==> config.mk <==
export PLATFORM = sky130hd
export DESIGN_NAME = display_7_flat
export DESIGN_NICKNAME = d
export VERILOG_FILES = /design/src/rtl/display_7_if.sv /design/src/rtl/display_7.sv /design/src/flat_wrapper.sv
export SDC_FILE = /design/constraint.sdc
export NUM_CORES = 1
export LEC_CHECK = 0
export BUFFER_PORTS_ARGS = -buffer_cell sky130_fd_sc_hd__buf_2
export CORE_AREA = 3 3 40 42
export CTS_CLUSTER_DIAMETER = 100
export DETAILED_ROUTE_END_ITERATION = 16
export DIE_AREA = 0 0 43 45
export GPL_TIMING_DRIVEN = 0
export HOLD_SLACK_MARGIN = 0.15
export PLACE_DENSITY_LB_ADDON = 0.25
export SYNTH_ARGS = -nofsm -noshare
export SYNTH_HDL_FRONTEND = slang
export SYNTH_SLANG_ARGS = --single-unit
==> constraint.sdc <==
create_clock -name clk -period 2.15 [get_ports clk]
set_input_delay 0.3225 -clock clk [delete_from_list [all_inputs] [get_ports clk]]
set_output_delay 0.3225 -clock clk [all_outputs]
set_load 0.02 [all_outputs]
==> src/rtl/display_7_if.sv <==
// display_7_if: nibble-in / segment-out link between datapath and digit driver
interface display_7_if;
    logic [3:0] palabra;
    logic [6:0] seg;
    modport master (output palabra, input seg);
    modport slave (input palabra, output seg);
endinterface

==> src/rtl/display_7.sv <==
// display_7: registered hex-to-seven-segment decoder, seg = {g,f,e,d,c,b,a}
module display_7 #(
    parameter bit ACTIVE_LOW = 1'b1
) (
    input logic clk,
    input logic rst,
    display_7_if.slave bus
);
    logic [6:0] pat;
    localparam logic [6:0] OFF = ACTIVE_LOW ? 7'h7f : 7'h00;
    // active-high glyph lookup; unknown input falls to the blank pattern
    always_comb begin
        case (bus.palabra)
            4'h0: pat = 7'b0111111;
            4'h1: pat = 7'b0000110;
            4'h2: pat = 7'b1011011;
            4'h3: pat = 7'b1001111;
            4'h4: pat = 7'b1100110;
            4'h5: pat = 7'b1101101;
            4'h6: pat = 7'b1111101;
            4'h7: pat = 7'b0000111;
            4'h8: pat = 7'b1111111;
            4'h9: pat = 7'b1101111;
            4'ha: pat = 7'b1110111;
            4'hb: pat = 7'b1111100;
            4'hc: pat = 7'b0111001;
            4'hd: pat = 7'b1011110;
            4'he: pat = 7'b1111001;
            4'hf: pat = 7'b1110001;
            default: pat = 7'b0000000;
        endcase
    end
    // register the pin drive, applying board polarity; reset blanks the digit
    always_ff @(posedge clk)
        bus.seg <= rst ? OFF : (ACTIVE_LOW ? ~pat : pat);
endmodule

==> src/flat_wrapper.sv <==
// flat-port wrapper written by rule: the top's interface ports become plain ports
module display_7_flat 
#(
    parameter bit ACTIVE_LOW = 1'b1
)
  (clk, rst, bus_palabra, bus_seg);
  display_7_if bus_i ();
  input logic clk;
  input logic rst;
  input wire logic [$bits(bus_i.palabra)-1:0] bus_palabra;
  output wire logic [$bits(bus_i.seg)-1:0] bus_seg;
  assign bus_i.palabra = bus_palabra;
  assign bus_seg = bus_i.seg;
  display_7 #(.ACTIVE_LOW(ACTIVE_LOW)) u_core (.clk(clk), .rst(rst), .bus(bus_i));
endmodule
==> metrics.md, run 1 <==
| Metric | Value |
|---|---|
| GRT Util Overall | 0.08750 |
| Sw power | ~89 µW |
| Maxcap violations | 0 |
| Routed WL | about 700 µm |
| CP endpoint kind | flip-flop |
| Pwr Density | roughly 650 mW/mm² |
| Largest net degree at the start of global routing | 11 |
| CTS root buf | clkbuf_4 |
| Area growth from synthesis to layout | 25.85% |
| Tmin final | 1.187 ns |
| Worst hold path type | input port to flip-flop |
| Final hold violations | 0 |
| CP Class | input port to flip-flop |
| Worst-Margin Slew | around 0.22 ns |
| Post-Syn Nets | 52 |
| Synth warn | 0 |
| Via count | between 300 and 400 |
| Worst hold slack | 0.3618 ns |
| Seq pwr share | 0.430 |
| Post-DRT Antenna Nets | 0 |
| Worst Setup SP | bus_palabra[0] |
| First-pass GRT wire length | roughly 1300 µm |
| Clock buffer count from CTS | 3 |
| Status | finished clean |
| Inst Count DP | 67 |
| Unrepaired setup endpoints after global routing | false |
| Detailed-router iteration count before antenna repair | 4 |
| Multi-input logic area | 240.2 µm² |
| Hold buffer count at CTS | 0 |
| Crit share post-route | 0.5521 |
| Max H-tree Level | 1 |
| Yosys cell types | 19 |
| Core Rows | 13 |
| Top Registers | u_core.bus.seg (7) |
| Synthesized area | slightly above 400 µm² |
| Synth Flop Type | dfxtp_1 |
| DIE HEIGHT | ~45 µm |
| Int Power | 242.1 µW |
| # resized after CTS | 0 |
| Post-Syn Area per Cell | 10.17 µm² |
| Initial DRC count | 3 |
| Pins Over Slew Limit | 0 |
| Final TNS setup | 0 ns |
| Max reg flops | 7 |
| Combinational power share | 0.227 |
| Buffers on Ports | 12 |
| Clock transition at path regs | approximately 0.05 ns |
| Biggest register | u_core.bus.seg |
| Die ar. | 0.001935 mm² |
| # setup viols final | 0 |
| Worst slew margin | 0.8482 |
| CP max FO | 5 |
| Worst vdd ir | 0.0001664 V |
| Clock sink count | 7 |
| Number of antenna cells inserted | 0 |
| Most frequent cells in the layout | 12 x buf_2, 7 x dfxtp_1, 6 x ha_1 |
| Initial Utilization | 0.3165 |
| Sw Share | 0.2696 |
| Fillers | 126 |
| Nets | 69 |
| Hold Path Origin | bus_palabra[0] |
| RD Place Congestion | 0.7178 |
| Number of global-route vias before repair | approximately 300 |
| Synth Register Bits | 7 |
| Post-synth EDFFs | 0 |
| Initial antenna violation count | 0 |
| Register area share after synthesis | 0.3446 |
| HPWL after DPL | 585.9 µm |
| Leakage | roughly 0.00025 µW |
| Chip width | 43 µm |
| DR vias/cell | 4.620 |
| Most common cell after layout, fill and taps aside | buf_2 |
| Crit path DAT | 1.32 ns |
| Setup bufs post-CTS | 0 |
| CTS tree | yes |
| Final Non-Filler Cells | 71 |
| Sequential Area | roughly 140 µm² |
| CTS max path bufs | 2 |
| Fmax | 842.5 MHz |
| Cells after synthesis | 40 |
| Congestion Overflow GR | 0 |
| Clock Power Share | 0.344 |
| Post-synthesis async set-or-reset flop share | 0 |
| Ratio of cells with drive above 1 in the final layout | 0.3393 |
| Number of I/O pins | 13 |
| Critical Path RT | 2.28 ns |
| DRC | 0 |
| Core area | 0.001285 mm² |
| Worst setup SP type | input port |
| Wire per inst | ~10 µm |
==> power by group through the flow <==
stage	Sequential (µW)	Combinational, µW	Clock (µW)
CTS	143	75.8	120
detailed placement	145	75.6	0
finish	142	75.1	114
global route	143	83.1	125
floorplan	160	34.8	0
global placement	145	76.4	0
==> Yosys cell counts, types with 2 or more instances <==
library cell / n / area (µm²)
ha_1: 6 / 75.07
a221o_1: 2 / 20.02
mux2i_1: 3 / 30.03
inv_1: 4 / 15.01
o21ai_0: 2 / 10.01
dfxtp_1: 7 / 140.1
nor2_1: 4 / 15.01
==> kinds of logic (layout without fill, tap and decap cells) <==
| group | after synthesis | count (layout) | synth area share |
|---|---|---|---|
| buf+inv | 5 | 21 | 0.06460 |
| simple gates | 8 | 8 | 0.1046 |
| compound gates | 10 | 10 | 0.2000 |
| flops | 7 | 7 | 0.3446 |
| fa+ha+maj | 6 | 6 | 0.1846 |
| mux | 4 | 4 | 0.1015 |
==> path summary, 6_finish.rpt <==
kind / end / slack (ns) / cells after the start
max: u_core.bus.seg[6] / 0.96 / 5
min: u_core.bus.seg[1] / 0.36 / 3
==> final cells by class <==
cell class	count	share of cell area
Timing Repair Buffer	12	0.1174
Buffer	1	0.02200
Tap cell	15	0.03667
Clock buffer	4	0.05134
Sequential cell	7	0.2738
Multi-Input combinational cell	28	0.4694
Inverter	4	0.02934
==> per-stage QoR <==
step / worst slack (ns) / power, µW / area, µm² / util
3_3_place_gp: 0.7134 / 221.5 / 485.5 / 0.3778
5_1_grt: 0.9104 / 351.5 / 511.7 / 0.3982
2_1_floorplan: 0.9135 / 194.6 / 406.6 / -
3_5_place_dp: 0.7123 / 220.7 / 485.5 / 0.3778
4_1_cts: 0.9732 / 338.4 / 511.7 / 0.3982
6_report: 0.9630 / 331.4 / 511.7 / 0.3982
==> critical path: stages <==
cell and delay (ns):
buf_2 0.11, inv_1 0.10, ha_1 0.22, mux2_2 0.26, a221o_1 0.29
==> per-layer routing <==
layer	global-route usage	routed length, µm
met3	0.02789	59
met1	0.09662	321
met5	0	0
met2	0.1377	333
met4	0.07229	0
Note: power is estimated with default switching activity, not from simulation.
==> run 2: changes to the inputs <==
- ABC_AREA: default -> 1
- clock period: 2.15 -> 1.11 ns (I/O delays scaled with it)
==> run 2 against run 1 <==
  * Cell area is 5.4% higher
  * Critical path type is now flip-flop to output pin
  * Cell count is 24% higher
  * Largest power group unchanged
  * Global-route usage stayed put
  * Total power is 95% higher
  * Highest routed layer is now met4
  * Utilization is 2.1 points higher
==> metrics.md, run 2 <==
| Metric | Value |
|---|---|
| Top post-synthesis cells by count | 18 x nand3_1, 13 x nand2_1, 7 x dfxtp_1, 7 x inv_1, 6 x ha_1 (was 7 x dfxtp_1, 6 x ha_1, 4 x inv_1, 4 x nor2_1, 3 x mux2i_1) |
| Combinational power share | 0.237 (was 0.227) |
| Tmin final | 0.8563 ns |
| Yosys top cell by area | dfxtp_1 (unchanged) |
| CTS root buf | clkbuf_4 (unchanged) |
| DR vias/cell | 4.455 (was 4.620) |
| Wire per inst | 8.898 µm (was 10.04 µm) |
| Worst-path cell chain | buf_2 (was buf_2, inv_1, ha_1, mux2_2, a221o_1) |
| Int Power | 463.9 µW (was 242.1 µW) |
| Worst slew margin | 0.8379 (was 0.8482) |
| Number of I/O pins | 13 (unchanged) |
| Crit path largest cell delay | 0.30 ns (was 0.29 ns) |
| Setup bufs post-CTS | 0 (unchanged) |
| Clock transition at path regs | 0.05 ns (about the same) |
| Routed WL | 783 µm (was 713 µm) |
| Initial DRC count | 8 (was 3) |
| Post-Syn Area per Cell | 7.528 µm² (was 10.17 µm²) |
| Fillers | 139 (was 126) |
| # setup viols final | 0 (unchanged) |
| Pins Over Slew Limit | 0 (unchanged) |
| Unrepaired setup endpoints after global routing | false (unchanged) |
| CTS max path bufs | 2 (unchanged) |
| GRT Util Overall | 0.08750 (unchanged) |
| Hold Path Origin | rst (was bus_palabra[0]) |
| Yosys cell types | 12 (was 19) |
| Most frequent cells in the layout | 18 x nand3_1, 13 x nand2_1, 10 x buf_2 (was 12 x buf_2, 7 x dfxtp_1, 6 x ha_1) |
| Chip width | 43 µm (unchanged) |
| Worst hold path type | input port to flip-flop (unchanged) |
| # resized after CTS | 0 (unchanged) |
| Crit share post-route | 0.7714 |
| Congestion Overflow GR | 0 (unchanged) |
| Worst vdd ir | 0.0002639 V (was 0.0001664 V) |
| Crit-path leading delay family | flip-flops (was compound AO/OA/AOI/OAI gates) |
| Register area share after synthesis | 0.3155 (was 0.3446) |
| Critical Path RT | 0.94 ns (was 2.28 ns) |
| Ratio of cells with drive above 1 in the final layout | 0.2740 (was 0.3393) |
| Biggest register | u_core.bus.seg (unchanged) |
| Ranking of synthesized cells by area | dfxtp_1 32%, nand3_1 20%, ha_1 17% (was dfxtp_1 34%, ha_1 18%, mux2i_1 7.4%) |
| Synthesized area | 444.2 µm² (was 406.6 µm²) |
| Sw Share | 0.2825 (was 0.2696) |
| Maxcap violations | 0 (unchanged) |
| CP max FO | 1 (was 5) |
| Die ar. | 0.001935 mm² (unchanged) |
| Buffers on Ports | 10 (was 12) |
| Largest net degree at the start of global routing | 10 (was 11) |
| First-pass GRT wire length | 1262 µm (was 1255 µm) |
| Core Rows | 13 (unchanged) |
| Most common cell after layout, fill and taps aside | nand3_1 (was buf_2) |
| CP endpoint kind | output pin (was flip-flop) |
| Final TNS setup | 0 ns (unchanged) |
| Global route hottest layer | met2 (unchanged) |
| Seq pwr share | 0.427 (was 0.430) |
| Crit-path slowest cell | dfxtp_1 (was a221o_1) |
| Final Total Pwr | 646.6 µW (was 331.4 µW) |
| CP Class | flip-flop to output pin (was input port to flip-flop) |
| Post-Syn Nets | 71 (was 52) |
| Hold buffer count at CTS | 0 (unchanged) |
| Top Registers | u_core.bus.seg (7) (unchanged) |
| Worst Setup SP | u_core.bus.seg[6] (was bus_palabra[0]) |
| Post-DRT Antenna Nets | 0 (unchanged) |
| Number of global-route vias before repair | 309 (was 307) |
| Max H-tree Level | 1 (unchanged) |
| Number of antenna cells inserted | 0 (unchanged) |
| Core area | 0.001285 mm² (unchanged) |
| Cells after synthesis | 59 (was 40) |
| Pwr Density | 1199 mW/mm² (was 647.7 mW/mm²) |
| Initial antenna violation count | 0 (unchanged) |
| DIE HEIGHT | 45 µm (unchanged) |
| Fmax | 1168 MHz |
| HPWL after DPL | 604.9 µm (was 585.9 µm) |
| Synth Register Bits | 7 (unchanged) |
| Post-synth EDFFs | 0 (unchanged) |
| Post-synthesis async set-or-reset flop share | 0 (unchanged) |
| CTS tree | yes (unchanged) |
| Clock Power Share | 0.336 (was 0.344) |
| Bufs and invs on worst path | 1 (was 2) |
| Worst-Margin Slew | 0.2431 ns (was 0.2241 ns) |
| Sw power | 182.6 µW (was 89.34 µW) |
| Clock buffer count from CTS | 3 (unchanged) |
| Leakage | 0.0002901 µW (was 0.0002489 µW) |
| Synth warn | 0 (unchanged) |
| Detailed-router iteration count before antenna repair | 4 (unchanged) |
| Nets | 86 (was 69) |
| M3 GR Usage | 0.02390 (was 0.02789) |
| Area growth from synthesis to layout | 21.41% (was 25.85%) |
| Met1 usage | 0.1087 (was 0.09662) |
| Clock sink count | 7 (unchanged) |
| Post-synth top area share | 0.3155 (was 0.3446) |
| Top-count cell post-synth | nand3_1 (was dfxtp_1) |
| Crit path DAT | 0.69 ns (was 1.32 ns) |
| Initial Utilization | 0.3457 (was 0.3165) |
| Synth Flop Type | dfxtp_1 (unchanged) |
| Final hold violations | 0 (unchanged) |
| Status | finished clean (unchanged) |
| RD Place Congestion | 0.8077 (was 0.7178) |
| Max reg flops | 7 (unchanged) |
| Met2 Use GR | 0.1347 (was 0.1377) |
| Worst setup SP type | flip-flop (was input port) |
| DRC | 0 (unchanged) |
| Via count | 392 (was 328) |
## run 2: changes by cell type after synthesis, sizes merged, moves of 2 or more
cell | before | now
o21ai | 2 | 0
a311o | 2 | 0
a221o | 2 | 0
mux2i | 3 | 0
inv | 4 | 9
nor2 | 4 | 1
nand2 | 0 | 16
nand3 | 0 | 18
## run 2: metal layers
metal | wire [µm] | vias up
met4 | 14 | 0
li1 | - | 215
met1 | 359 | 161
met2 | 350 | 14
met3 | 57 | 2
met5 | 0 | -
## run 2: stage by stage
| stage | area (µm²) | instances | util | hold WS [ns] | setup slack, ns |
|---|---|---|---|---|---|
| after floorplan | 444.2 | 59 | - | 0.3465 | 0.2555 |
| after global placement | 513.0 | 84 | 0.3992 | 0.4793 | 0.01824 |
| after detailed placement | 513.0 | 84 | 0.3992 | 0.4765 | 0.006632 |
| after CTS | 539.3 | 88 | 0.4197 | 0.2173 | 0.2404 |
| after global routing | 539.3 | 88 | 0.4197 | 0.2360 | 0.1903 |
| final | 539.3 | 88 | 0.4197 | 0.2322 | 0.2537 |
## run 2: cell families (layout without fill, tap and decap cells)
group                    Yosys count  in the layout  share of synthesized area
AND/OR/NAND/NOR                   35             35                     0.3746
buffers and inverters             11             25                     0.1409
flip-flops                         7              7                     0.3155
adder cells (fa/ha/maj)            6              6                     0.1690
## run 2: path summary, 6_finish.rpt
kind                           endpoint  cells after the start  slack [ns]
worst min-delay path  u_core.bus.seg[4]                      3        0.23
worst max-delay path         bus_seg[6]                      1        0.25
## run 2: area by class of cell
cell class / instances / area, µm² / share of cell area
Multi-Input combinational cell: 41 / 241.5 / 0.4478
Timing Repair Buffer: 10 / 50.05 / 0.09281
Tap cell: 15 / 18.77 / 0.03480
Sequential cell: 7 / 140.1 / 0.2599
Clock buffer: 4 / 26.28 / 0.04872
Buffer: 2 / 18.77 / 0.03480
Inverter: 9 / 43.79 / 0.08121
## run 2: worst min-delay path, stage by stage
cell     delay (ns)
buf_2          0.07
inv_1          0.10
nand3_1        0.10
## run 2: power by group through the flow
| stage | clock network, µW | registers (µW) | logic [µW] |
|---|---|---|---|
| 5_1_grt | 245 | 277 | 171 |
| 3_5_place_dp | 0 | 281 | 154 |
| 6_report | 217 | 276 | 153 |
| 3_3_place_gp | 0 | 280 | 155 |
| 2_1_floorplan | 0 | 309 | 83.5 |
| 4_1_cts | 230 | 276 | 155 |
